File: src/rtl/mips_run_ctrl.sv
// Run/step/breakpoint sequencer for the single-cycle MIPS core.
// Turns a bouncy pushbutton into run/step commands and gates the core clock enable.
module mips_run_ctrl #(
    parameter int DEBOUNCE_CYCLES = 4,
    parameter int CNT_W           = 32
) (
    input  logic             Clk,
    input  logic             reset,
    input  logic             pb,
    input  logic             run_sw,
    input  logic             bp_en,
    input  logic [31:0]      bp_addr,
    input  logic [31:0]      pc,
    input  logic [CNT_W-1:0] max_cycles,
    output logic             cpu_en,
    output logic             halted,
    output logic             bp_hit,
    output logic             timeout,
    output logic [CNT_W-1:0] cycle_count,
    output logic [1:0]       state
);

    typedef enum logic [1:0] {
        IDLE = 2'd0,
        RUN  = 2'd1,
        STEP = 2'd2,
        HALT = 2'd3
    } state_t;

    localparam int DB_W = (DEBOUNCE_CYCLES > 1) ? $clog2(DEBOUNCE_CYCLES) : 1;

    state_t          cur_state;
    logic            sync1;
    logic            sync2;
    logic            db_level;
    logic            db_prev;
    logic [DB_W-1:0] db_cnt;
    logic            bp_skip;
    logic            pb_pulse;
    logic            limit_hit;
    logic            bp_match;

    // The debounced level only flips after DEBOUNCE_CYCLES consecutive samples disagree with it.
    always_ff @(posedge Clk or posedge reset) begin
        if (reset) begin
            sync1    <= 1'b0;
            sync2    <= 1'b0;
            db_level <= 1'b0;
            db_prev  <= 1'b0;
            db_cnt   <= '0;
        end else begin
            sync1   <= pb;
            sync2   <= sync1;
            db_prev <= db_level;
            if (sync2 != db_level) begin
                if (db_cnt == DB_W'(DEBOUNCE_CYCLES - 1)) begin
                    db_level <= sync2;
                    db_cnt   <= '0;
                end else begin
                    db_cnt <= db_cnt + 1'b1;
                end
            end else begin
                db_cnt <= '0;
            end
        end
    end

    assign pb_pulse  = db_level & ~db_prev;
    assign limit_hit = (max_cycles != '0) && (cycle_count == max_cycles);
    assign bp_match  = bp_en && (pc == bp_addr) && !bp_skip;

    // Enable is combinational so a breakpoint blocks the matching instruction in the same cycle.
    always_comb begin
        cpu_en = 1'b0;
        unique case (cur_state)
            IDLE: cpu_en = 1'b0;
            RUN:  cpu_en = !bp_match && !limit_hit && run_sw;
            STEP: cpu_en = !limit_hit;
            HALT: cpu_en = 1'b0;
            default: cpu_en = 1'b0;
        endcase
    end

    always_ff @(posedge Clk or posedge reset) begin
        if (reset) begin
            cur_state   <= IDLE;
            bp_hit      <= 1'b0;
            timeout     <= 1'b0;
            bp_skip     <= 1'b0;
            cycle_count <= '0;
        end else begin
            if (cpu_en && (cycle_count != '1)) begin
                cycle_count <= cycle_count + 1'b1;
            end
            unique case (cur_state)
                IDLE: begin
                    if (pb_pulse) begin
                        cur_state <= run_sw ? RUN : STEP;
                    end
                end
                RUN: begin
                    bp_skip <= 1'b0;
                    if (bp_match || limit_hit) begin
                        cur_state <= HALT;
                        if (bp_match) begin
                            bp_hit <= 1'b1;
                        end
                        if (limit_hit) begin
                            timeout <= 1'b1;
                        end
                    end else if (!run_sw) begin
                        cur_state <= IDLE;
                    end
                end
                STEP: begin
                    if (limit_hit) begin
                        cur_state <= HALT;
                        timeout   <= 1'b1;
                    end else begin
                        cur_state <= IDLE;
                    end
                end
                HALT: begin
                    // A watchdog halt is terminal; only reset leaves it.
                    if (!timeout && pb_pulse) begin
                        bp_hit <= 1'b0;
                        if (run_sw) begin
                            cur_state <= RUN;
                            bp_skip   <= 1'b1;
                        end else begin
                            cur_state <= STEP;
                        end
                    end
                end
                default: cur_state <= IDLE;
            endcase
        end
    end

    assign halted = (cur_state == HALT);
    assign state  = cur_state;

endmodule
File: config.mk
export PLATFORM = sky130hd
export DESIGN_NAME = mips_run_ctrl
export DESIGN_NICKNAME = d
export VERILOG_FILES = /design/src/rtl/mips_run_ctrl.sv
export SDC_FILE = /design/constraint.sdc
export NUM_CORES = 1
export LEC_CHECK = 0
export CAP_MARGIN = 20
export CORE_AREA = 2 2 84 86
export CTS_CLUSTER_SIZE = 24
export DETAILED_ROUTE_END_ITERATION = 16
export DIE_AREA = 0 0 86 88
export PLACE_DENSITY = 0.89
export SYNTH_ARGS = -nofsm -noshare
export SYNTH_HDL_FRONTEND = slang
export SYNTH_SLANG_ARGS = --single-unit
File: constraint.sdc
create_clock -name Clk -period 6 [get_ports Clk]
set_input_delay 1.5 -clock Clk [delete_from_list [all_inputs] [get_ports Clk]]
set_output_delay 1.5 -clock Clk [all_outputs]
set_load 0.005 [all_outputs]
==> reports/summary.txt <==
Status: complete, no violations
Fin Setup TNS: 0 ps
Power Dens Cells: 224 nW/um2
CP max-delay cell: nor4_1
Starting Density: 44.4%
Post-CTS Repair Setup Buffers: 0
Area grow syn2layout: 52.8%
Share of cells above drive strength 1: 4.20%
Synth area leader: dfrtp_1
LEAKAGE: 0.00193 uW
CTS root buffer: clkbuf_8
Worst EP arrival: 3940 ps
Setup crit end kind: output port
Crit path depth: 8
Slew @ Worst Pin: 1020 ps
CTS hold repair buffers: 0
RSZ-0062 raised after global routing: false
Crit path max-delay family: buffers and inverters
CTS sink cnt: 43
Die footprint: 7570 um2
Kind of critical path: input pin to output port
Most used cell, CP: clkdlybuf4s50_1
Nets: 558
Maximum root-to-sink buffer count: 2
Bufs and invs on worst path: 3
Final Slew Violations: 0
Placed cell areas: 4410 um2
Crit share post-route: 90.6%
Setup-failing EPs final: 0
Clock-pin slew on the worst setup and hold paths: 80 ps
DRC errors left: 0
Finished Cell Area: 4510 um2
Critical R2R Capture: cycle_count[1]
HP Class: register to register
Final hold vios: 0
Comb pwr share: 41.0%
Routability cong.: 0.903
Post-Syn Nets: 417
Synth top area cells: dfrtp_1, xor2_1, nor4_1
Worst Hold Depth: 0
Clock Latency Late Sink: 300 ps
Share of the synthesized area in the top cell type: 36.5%
Largest net degree at the start of global routing: 44
WP data required: 4500 ps
Final ANT Viol Nets: 0
CTS tree: yes
Final wirelength: 9330 um
EDFF count, synth: 0
CP startpoint: bp_addr[26]
I/O pin total: 139
Most instantiated cells after synthesis: xor2_1, dfrtp_1, nor4_1, nand3_1
Row cnt: 30
R2r worst-path depth: 7
Avg Vias per Cell: 5.59
Register-to-register setup slack: 3160 ps
CTS Buf Count: 5
Switching Share: 34.9%
Die width: 86 um
Routed len/inst: 17.5 um
Vias in the first global route: 2934
Initial antenna violation count: 0
Syn Area/Cell: 9.51 um2
Top FF cell, synth: dfrtp_1
Int Pwr: 657 uW
Via count: 2975
# port buffers: 138
Drt initial violations: 213
Clock network power share: 20.3%
Hold Path End: sync2
Max VDD drop: 0.164 mV
Most frequent cell after synthesis: xor2_1
CP cell instances: clkdlybuf4s50_1, xor2_1, nor4_1, and4_1, a31oi_1, o21ai_1, inv_1, clkdlybuf4s50_1
Yosys reg bits: 43
Reg2reg start: cycle_count[0]
Largest stage delay on the critical path: 470 ps
Clock Skews: 6.67 ps
Die height: 88 um
Synth cell types: 39
First-pass DRT Iterations: 5
Relative slew slack: 32.3%
Final core occ: 67.8%
Final HPWL DP: 7470 um
Cell Area, Synth: 2950 um2
Sequential share of power: 38.7%
Antenna cells: 0
Htree depth: 2
Max Freq: 184 MHz
GRT Util Overall: 24.6%
Grt ovf: 0
First-pass GRT wire length: 14600 um
Post-CTS sizing: 0
Startpoint types: input pin
Max cap viols: 0
Hold path startpoint: sync1
Final Critical Period: 5440 ps
Gate Count Post-Synth: 310
Synth warn: 0
Async set-reset flop share out of synthesis: 100%
Post-synthesis sequential area ratio: 36.5%
Switch Pwr: 353 uW
Core region area: 6640 um2
Crit path max fanout: 5
[power by group through the flow]
stage	clock, uW	combinational (uW)	sequential, uW
2_1_floorplan	0	242	377
3_3_place_gp	0	398	392
3_5_place_dp	0	412	394
4_1_cts	206	414	389
5_1_grt	219	452	396
6_report	205	414	391
[worst reg2reg max path: stages, from the launching register on]
cell and delay (ps):
dfrtp_1 450, ha_1 250, and3_1 210, nand4_1 320, nor4_1 550, a31oi_4 110
o21ai_2 420, mux2_2 420
[placed cells by master (no fill, tap or decap), types with 12 or more instances in the layout]
cell,count
nand2_1,16
nand4_1,14
nor4_1,31
xnor2_1,12
nand3_1,17
nor3_1,16
dfrtp_1,43
nor2_1,15
xor2_1,83
clkdlybuf4s50_1,138
[worst max-delay path by stage]
stage | slack, ps | endpoint
6_report | 560 | cpu_en
5_1_grt | 440 | cpu_en
4_1_cts | 580 | cpu_en
3_3_place_gp | 700 | cpu_en
3_5_place_dp | 590 | cpu_en
2_1_floorplan | 1850 | cpu_en
[per-layer routing]
metal	global-route usage [%]	part of all wire (%)
met5	0	0
met4	8.66	2.4
met1	31.8	42
met3	4.71	6.8
met2	41.4	49
[state kept, by name, summed over array words and instances, names as in the netlist]
name         count
cycle_count     32
db_cnt           2
state            2
bp_hit           1
bp_skip          1
db_level         1
db_prev          1
sync1            1
sync2            1
timeout          1
[logic make-up (layout without fill, tap and decap cells)]
group / count (synthesis) / in the layout / share of synthesized area, %
multiplexers: 3 / 3 / 1.15
buffers and inverters: 14 / 156 / 2.25
AO/OA/AOI/OAI: 15 / 15 / 3.73
AND/OR/NAND/NOR: 134 / 134 / 25.6
flip-flops: 43 / 43 / 36.5
adder cells (fa/ha/maj): 6 / 6 / 2.55
XOR/XNOR: 95 / 95 / 28.2
[final cells by class]
cell class	count	area, um2
Fill cell	528	2140
Tap cell	80	100
Inverter	9	33.8
Clock buffer	8	100
Sequential cell	43	1080
Timing Repair Buffer	139	1390
Multi-Input combinational cell	253	1810
[per-stage QoR]
stage / total power [uW] / hold WS, ps / setup WS [ps] / std cells
4_1_cts: 1010 / 358 / 584 / 532
6_report: 1010 / 355 / 563 / 532
3_3_place_gp: 791 / 337 / 697 / 524
3_5_place_dp: 806 / 340 / 590 / 524
5_1_grt: 1070 / 371 / 435 / 532
2_1_floorplan: 618 / 331 / 1850 / 310
(Power assumes the default switching activity.)
